===== config.mk =====
export PLATFORM = sky130hd
export DESIGN_NAME = jtag_host
export DESIGN_NICKNAME = d
export VERILOG_FILES = /design/src/rtl/jtag_host_pkg.sv /design/src/rtl/jtag_tck_gen.sv /design/src/rtl/jtag_host.sv
export SDC_FILE = /design/constraint.sdc
export NUM_CORES = 1
export LEC_CHECK = 0
export BUFFER_PORTS_ARGS = -buffer_cell sky130_fd_sc_hd__buf_4
export CORE_ASPECT_RATIO = 1.1
export CORE_MARGIN = 1
export CORE_UTILIZATION = 40
export CTS_CLUSTER_DIAMETER = 60
export DETAILED_ROUTE_END_ITERATION = 10
export PLACE_DENSITY = 0.6
export SLEW_MARGIN = 20
export SYNTH_ARGS = -nofsm -noshare
export SYNTH_HDL_FRONTEND = slang
export SYNTH_SLANG_ARGS = --single-unit

===== constraint.sdc =====
create_clock -name clock -period 5.8 [get_ports clock]
set_input_delay 0 -clock clock [delete_from_list [all_inputs] [get_ports clock]]
set_output_delay 0 -clock clock [all_outputs]
set_load 0.05 [all_outputs]

===== src/rtl/jtag_host_pkg.sv =====
// Shared types and TMS patterns for the JTAG host.
// Patterns are stored LSB first: bit k is the TMS value of pulse k.
package jtag_host_pkg;
    typedef enum logic [2:0] {
        ST_INIT,
        ST_IDLE,
        ST_HEAD,
        ST_SHIFT,
        ST_TAIL,
        ST_RESP
    } jtag_state_t;

    localparam int LEN_W = 6;

    localparam logic [5:0] TAP_RESET_TMS = 6'b011111;
    localparam logic [2:0] DR_HEAD_TMS   = 3'b001;
    localparam logic [3:0] IR_HEAD_TMS   = 4'b0011;
    localparam logic [1:0] TAIL_TMS      = 2'b01;

    localparam logic [LEN_W-1:0] RESET_LEN   = 6'd6;
    localparam logic [LEN_W-1:0] DR_HEAD_LEN = 6'd3;
    localparam logic [LEN_W-1:0] IR_HEAD_LEN = 6'd4;
    localparam logic [LEN_W-1:0] TAIL_LEN    = 6'd2;

    function automatic logic [LEN_W-1:0] clamp_len(input logic [LEN_W-1:0] len,
                                                   input logic [LEN_W-1:0] max_len);
        return (len > max_len) ? max_len : len;
    endfunction
endpackage


===== src/rtl/jtag_tck_gen.sv =====
// Emits one TCK pulse per start: CLK_DIV cycles low, CLK_DIV cycles high.
// o_done marks the final high cycle so a new start there produces no gap.
module jtag_tck_gen #(
    parameter int CLK_DIV = 2
) (
    input  logic clock,
    input  logic reset,
    input  logic i_start,
    input  logic i_tms,
    input  logic i_tdi,
    input  logic i_tdo,
    output logic o_tck,
    output logic o_tms,
    output logic o_tdi,
    output logic o_tdo,
    output logic o_done
);
    localparam int CNT_W = (CLK_DIV > 1) ? $clog2(CLK_DIV) : 1;

    logic [CNT_W-1:0] r_cnt;
    logic             r_busy;
    logic             w_last;

    assign w_last = (r_cnt == CNT_W'(CLK_DIV - 1));
    assign o_done = r_busy && o_tck && w_last;

    always_ff @(posedge clock) begin
        if (reset) begin
            r_busy <= 1'b0;
            r_cnt  <= '0;
            o_tck  <= 1'b0;
            o_tms  <= 1'b1;
            o_tdi  <= 1'b0;
            o_tdo  <= 1'b0;
        end else if (i_start) begin
            r_busy <= 1'b1;
            r_cnt  <= '0;
            o_tck  <= 1'b0;
            o_tms  <= i_tms;
            o_tdi  <= i_tdi;
        end else if (r_busy) begin
            if (w_last) begin
                r_cnt <= '0;
                // TDO is captured on the same edge that raises TCK.
                if (!o_tck) begin
                    o_tck <= 1'b1;
                    o_tdo <= i_tdo;
                end else begin
                    o_tck  <= 1'b0;
                    r_busy <= 1'b0;
                end
            end else begin
                r_cnt <= r_cnt + CNT_W'(1);
            end
        end
    end
endmodule


===== src/rtl/jtag_host.sv =====
// JTAG TAP initiator: runs one IR or DR scan (or a TAP reset) per command
// and returns the TDO bits captured during the shift phase.
module jtag_host
    import jtag_host_pkg::*;
#(
    parameter int CLK_DIV = 2,
    parameter int MAX_LEN = 32
) (
    input  logic               clock,
    input  logic               reset,
    input  logic               i_cmd_valid,
    output logic               o_cmd_ready,
    input  logic               i_cmd_ir,
    input  logic               i_cmd_reset,
    input  logic [LEN_W-1:0]   i_cmd_len,
    input  logic [MAX_LEN-1:0] i_cmd_data,
    output logic               o_rsp_valid,
    input  logic               i_rsp_ready,
    output logic [MAX_LEN-1:0] o_rsp_data,
    output logic               o_tck,
    output logic               o_tms,
    output logic               o_tdi,
    input  logic               i_tdo,
    output logic               o_trstn,
    output jtag_state_t        o_dbg_state
);
    localparam int               IDX_W     = $clog2(MAX_LEN);
    localparam logic [LEN_W-1:0] MAX_LEN_L = LEN_W'(MAX_LEN);

    jtag_state_t        r_state;
    logic [LEN_W-1:0]   r_bit;
    logic [LEN_W-1:0]   r_len;
    logic [LEN_W-1:0]   r_cap_idx;
    logic [MAX_LEN-1:0] r_data;
    logic [MAX_LEN-1:0] r_cap_data;
    logic [MAX_LEN-1:0] r_rsp_data;
    logic               r_ir;
    logic               r_rst_cmd;
    logic               r_cmd_ready;
    logic               r_rsp_valid;
    logic               r_trstn;
    logic               r_pulse_busy;
    logic               r_cur_shift;

    logic [7:0]         w_pat;
    logic [LEN_W-1:0]   w_phase_len;
    logic [LEN_W-1:0]   w_len_in;
    logic               w_emit;
    logic               w_tms;
    logic               w_tdi;
    logic               w_tdo;
    logic               w_done;
    logic               w_start;
    logic               w_last_issue;
    logic               w_final;

    // Pulse source for the current phase: pattern, length and TDI bit.
    always_comb begin
        w_pat       = '0;
        w_phase_len = '0;
        w_emit      = 1'b0;
        w_tdi       = 1'b0;
        case (r_state)
            ST_INIT: begin
                w_emit      = 1'b1;
                w_phase_len = RESET_LEN;
                w_pat       = {2'b00, TAP_RESET_TMS};
            end
            ST_HEAD: begin
                w_emit = 1'b1;
                if (r_rst_cmd) begin
                    w_phase_len = RESET_LEN;
                    w_pat       = {2'b00, TAP_RESET_TMS};
                end else if (r_ir) begin
                    w_phase_len = IR_HEAD_LEN;
                    w_pat       = {4'b0000, IR_HEAD_TMS};
                end else begin
                    w_phase_len = DR_HEAD_LEN;
                    w_pat       = {5'b00000, DR_HEAD_TMS};
                end
            end
            ST_SHIFT: begin
                w_emit      = 1'b1;
                w_phase_len = r_len;
                w_tdi       = r_data[r_bit[IDX_W-1:0]];
            end
            ST_TAIL: begin
                w_emit      = 1'b1;
                w_phase_len = TAIL_LEN;
                w_pat       = {6'b000000, TAIL_TMS};
            end
            default: ;
        endcase
        w_tms = (r_state == ST_SHIFT) ? (r_bit == r_len - LEN_W'(1)) : w_pat[r_bit[2:0]];
    end

    // A new pulse may start when the generator is idle or on its last cycle.
    assign w_start      = w_emit && (!r_pulse_busy || w_done) && (r_bit < w_phase_len);
    assign w_last_issue = w_start && (r_bit == w_phase_len - LEN_W'(1));
    assign w_final      = w_done && (r_bit == w_phase_len);
    assign w_len_in     = clamp_len(i_cmd_len, MAX_LEN_L);

    // Both ports use valid/ready: a transfer happens on a cycle where valid and
    // ready are both high; the initiator holds its payload until then.
    always_ff @(posedge clock) begin
        if (reset) begin
            r_state      <= ST_INIT;
            r_bit        <= '0;
            r_len        <= '0;
            r_cap_idx    <= '0;
            r_data       <= '0;
            r_cap_data   <= '0;
            r_rsp_data   <= '0;
            r_ir         <= 1'b0;
            r_rst_cmd    <= 1'b0;
            r_cmd_ready  <= 1'b0;
            r_rsp_valid  <= 1'b0;
            r_trstn      <= 1'b0;
            r_pulse_busy <= 1'b0;
            r_cur_shift  <= 1'b0;
        end else begin
            r_trstn <= 1'b1;
            if (w_start) begin
                r_bit        <= r_bit + LEN_W'(1);
                r_pulse_busy <= 1'b1;
                r_cur_shift  <= (r_state == ST_SHIFT);
            end else if (w_done) begin
                r_pulse_busy <= 1'b0;
            end
            if (w_done && r_cur_shift) begin
                r_cap_data[r_cap_idx[IDX_W-1:0]] <= w_tdo;
                r_cap_idx <= r_cap_idx + LEN_W'(1);
            end
            case (r_state)
                ST_INIT: begin
                    if (w_final) begin
                        r_state     <= ST_IDLE;
                        r_cmd_ready <= 1'b1;
                    end
                end
                ST_IDLE: begin
                    if (i_cmd_valid && r_cmd_ready) begin
                        r_cmd_ready <= 1'b0;
                        r_ir        <= i_cmd_ir;
                        r_rst_cmd   <= i_cmd_reset;
                        r_len       <= w_len_in;
                        r_data      <= i_cmd_data;
                        r_bit       <= '0;
                        r_cap_idx   <= '0;
                        r_cap_data  <= '0;
                        if (!i_cmd_reset && (w_len_in == '0)) begin
                            r_state     <= ST_RESP;
                            r_rsp_valid <= 1'b1;
                            r_rsp_data  <= '0;
                        end else begin
                            r_state <= ST_HEAD;
                        end
                    end
                end
                ST_HEAD: begin
                    if (r_rst_cmd) begin
                        if (w_final) begin
                            r_state     <= ST_RESP;
                            r_rsp_valid <= 1'b1;
                            r_rsp_data  <= '0;
                        end
                    end else if (w_last_issue) begin
                        r_state <= ST_SHIFT;
                        r_bit   <= '0;
                    end
                end
                ST_SHIFT: begin
                    if (w_last_issue) begin
                        r_state <= ST_TAIL;
                        r_bit   <= '0;
                    end
                end
                ST_TAIL: begin
                    if (w_final) begin
                        r_state     <= ST_RESP;
                        r_rsp_valid <= 1'b1;
                        r_rsp_data  <= r_cap_data;
                    end
                end
                ST_RESP: begin
                    if (i_rsp_ready) begin
                        r_state     <= ST_IDLE;
                        r_rsp_valid <= 1'b0;
                        r_cmd_ready <= 1'b1;
                    end
                end
                default: r_state <= ST_INIT;
            endcase
        end
    end

    jtag_tck_gen #(
        .CLK_DIV(CLK_DIV)
    ) u_tck_gen (
        .clock  (clock),
        .reset  (reset),
        .i_start(w_start),
        .i_tms  (w_tms),
        .i_tdi  (w_tdi),
        .i_tdo  (i_tdo),
        .o_tck  (o_tck),
        .o_tms  (o_tms),
        .o_tdi  (o_tdi),
        .o_tdo  (w_tdo),
        .o_done (w_done)
    );

    assign o_cmd_ready = r_cmd_ready;
    assign o_rsp_valid = r_rsp_valid;
    assign o_rsp_data  = r_rsp_data;
    assign o_trstn     = r_trstn;
    assign o_dbg_state = r_state;
endmodule


==> flow_summary.toml <==
[run_status]
status = "finished clean"

[clock_network]
cts_buffers = 17
cts.path.max_buffers = 2
clk_latency_ps = 420
cts_tree = "built"
path_clk_slew_ps = 60
cts.sinks = 129
h-tree-depth = 4
post_cts_buffers = 0
cts_root_buffer = "clkbuf_16"

[job]
maxCapViolations = 0

[power]
power_frac_seq_pct = 41.3
power_density_nw_per_um2 = 280
p_leak_nw = 2.82
switchingPower_w = 0.000472
swShare_pct = 21.4
p_comb_share_pct = 4.5
clkPwrFrac_pct = 54.2
power.internal_w = 0.00173
worst_ir_drop_vdd_mv = 0.189

[detailed_routing]
drt_iter0_drc = 464
firstDrtPassIters = 6
dr_total_vias = 5653
drcViolationCount = 0
wl_per_cell_um = 14.3
postRouteAntennaNets = 0
via_per_inst = 5.26
wl_mm = 15.4

[final_layout]
drive_gt1_share_pct = 16.8
syn_to_final_growth_pct = 29.6
final_common_cell = "nand2_1"
finalNetCount = 927
nFillCells = 1373
mostFrequentLayoutCells = "185 x nand2_1, 129 x dfxtp_1, 91 x buf_4"
finalInstanceArea_um2 = 7860
diodes = 0

[sta]
setup_viol = 0
tns_ps = 0
tightest_slew_ps = 1110
max_slew_margin_pct = 26.0
rsz0062_at_grt = "false"
slew_viol_final = 0
post-route-min-period_ps = 3850
hold_viol_final = 0
fmaxAchievable_mhz = 260
timing.final.crit_share_pct = 66.3
finClkSkew_ps = 6.95

[placement]
io_buffers = 85
place_area_um2 = 6770
dpl.hpwl_mm = 10.0
globalplace.congestion = 0.855

[synthesis]
syn_avg_cell_area_um2 = 7.81
ys_warn_count = 0
synth-compound-area-share_pct = 14.7
synth_mux_area_share_pct = 5.32
synth_xor_area_share_pct = 3.47
synth-simple-area-share_pct = 26.4
synth_fp_nets = 835
ys_types = 56
synth-async-reset-ratio_pct = 0
yosysTopAreaCell = "dfxtp_1"
synth_area_leaders = "dfxtp_1 43%, nand2_1 11%, a21oi_1 7.3%, nand3_1 5.5%, mux4_2 3.7%"
ys_seq_area_share_pct = 42.6
synth_fa_ha_area_share_pct = 2.68
synth_top_family_by_area = "simple AND/OR/NAND/NOR gates"
synth_cells = 777
yosysTopAreaCellShare_pct = 42.6
synth_area_um2 = 6070
synth_enable_flop_cells = 0
synth_flop_cell = "dfxtp_1"
synth_seq_cells = 129

[setup_path]
r2r_cells = 10
path_class = "reg2reg"
crit_arrival_ps = 4130
path_max_fanout = 26
cp_slowest_stage_delay_ps = 890
r2r_end = "r_bit[3]"
crit_path_end_kind = "flop"
reg2reg_slack_ps = 1950
worstPathRequired_ps = 6080
cp-start-kind = "flop"
critPathBufInv = 0
path_cells = "and3b_1, a21oi_1, ha_1, nor2b_1, o21ai_0, a21oi_1, or4b_1, nor4_2, nor3b_4, nor3_1"
r2r_start = "o_dbg_state[2]"
cp_common_cell = "a21oi_1"
cp_slowest_cell = "dfxtp_1"
critPathTopFamily = "simple AND/OR/NAND/NOR gates"

[grt]
gr-usage-all-layers_pct = 20.1
grt_pass1_wl_mm = 25.7
grt_max_degree = 65
gr-total-overflow = 0
grt_pass1_vias = 5255
antenna_found_initial = 0

[worst_hold_path]
hold_class = "in2reg"
holdPathStages = 2
min_to = "u_tck_gen.r_busy"
min_from = "reset"

[floorplanning]
initial_utilization_pct = 41.5
core_um2 = 14600
dieArea_um2 = 15700
die_y_um = 131
chipWidth_um = 119
io_pins = 86
placementRows = 46
power groups by stage:
| stage | Clock (W) | Sequential (W) | Combinational, W |
|---|---|---|---|
| 2_1_floorplan | 0 | 0.000914 | 0.0000511 |
| 3_3_place_gp | 0 | 0.000928 | 0.0000739 |
| 3_5_place_dp | 0 | 0.000928 | 0.0000756 |
| 4_1_cts | 0.00122 | 0.000909 | 0.0000988 |
| 5_1_grt | 0.00126 | 0.000910 | 0.000106 |
| 6_report | 0.00119 | 0.000909 | 0.0000988 |
area by class of cell:
type	instances	area [µm²]	share of cell area [%]
multi-input combinational	572	3210	40.8
sequential	129	2580	32.8
timing repair buffer	133	1100	14.0
clock buffer	18	439	5.59
tap	192	240	3.06
clock inverter	14	229	2.91
inverter	16	60.1	0.764
layer usage:
metal | wire [µm] | vias up | track usage, %
met3 | 630 | 21 | 4.51
li1 | - | 2848 | -
met4 | 274 | 0 | 7.29
met1 | 6790 | 2653 | 25.3
met5 | 0 | - | 0
met2 | 7710 | 131 | 33.7
how the worst max path moves through the flow:
| stage | slack, ps | depth (start not counted) | start | end |
|---|---|---|---|---|
| 6_report | 1950 | 10 | o_dbg_state[2] | r_bit[3] |
| 5_1_grt | 1520 | 11 | o_dbg_state[0] | o_rsp_data[6] |
| 4_1_cts | 1980 | 10 | o_dbg_state[2] | r_bit[3] |
| 3_5_place_dp | 1980 | 10 | o_dbg_state[1] | r_bit[3] |
| 3_3_place_gp | 2130 | 10 | o_dbg_state[1] | r_bit[2] |
| 2_1_floorplan | 2100 | 13 | o_dbg_state[2] | r_bit[3] |
sequential cells by signal (all words and copies together), names as in the netlist, 3 cells and up:
name / count
o_rsp_data: 32
r_bit: 6
r_data: 32
r_cap_data: 32
o_dbg_state: 3
r_cap_idx: 5
r_len: 6
synthesized netlist by cell type (3+ instances only):
| library cell | n |
|---|---|
| nor2b_1 | 4 |
| o21ai_0 | 41 |
| nand2b_1 | 9 |
| a21oi_1 | 89 |
| nand4_1 | 5 |
| nand2_1 | 185 |
| nand3b_1 | 7 |
| a31oi_1 | 4 |
| xor2_1 | 12 |
| ha_1 | 13 |
| nor4_1 | 4 |
| dfxtp_1 | 129 |
| buf_2 | 3 |
| buf_1 | 9 |
| and2_0 | 3 |
| nor2_1 | 42 |
| mux2i_1 | 6 |
| inv_1 | 15 |
| nor3_1 | 16 |
| clkbuf_1 | 47 |
| o22ai_1 | 4 |
| nand3_1 | 67 |
| xnor2_1 | 12 |
| mux4_2 | 10 |
through the flow:
step | setup WS, ps | cells | hold WS (ps) | utilization [%] | total power [W]
floorplan | 2100 | 777 | 136 | - | 0.000965
global route | 1520 | 1074 | 72.7 | 53.8 | 0.00227
global placement | 2130 | 1000 | 249 | 46.3 | 0.00100
detailed placement | 1980 | 1000 | 257 | 46.3 | 0.00100
finish | 1950 | 1074 | 68.6 | 53.8 | 0.00220
CTS | 1980 | 1074 | 48.8 | 53.8 | 0.00223
cell families after synthesis:
logic type / Yosys count
simple gates: 356
fa+ha+maj: 13
mux: 19
flops: 129
buf+inv: 76
compound gates: 160
xor+xnor: 24
repair_timing:
action                                 CTS  global route
endpoints found under the hold margin   42             0
hold buffers                            42             0
resized for setup                        0             0
worst register-to-register path, stage by stage, from the launching register on:
cell	delay [ps]
dfxtp_1	890
and3b_1	380
a21oi_1	260
ha_1	280
nor2b_1	130
o21ai_0	140
a21oi_1	120
or4b_1	530
nor4_2	450
nor3b_4	410
nor3_1	110
No activity file was read; power rests on OpenSTA's default activity.
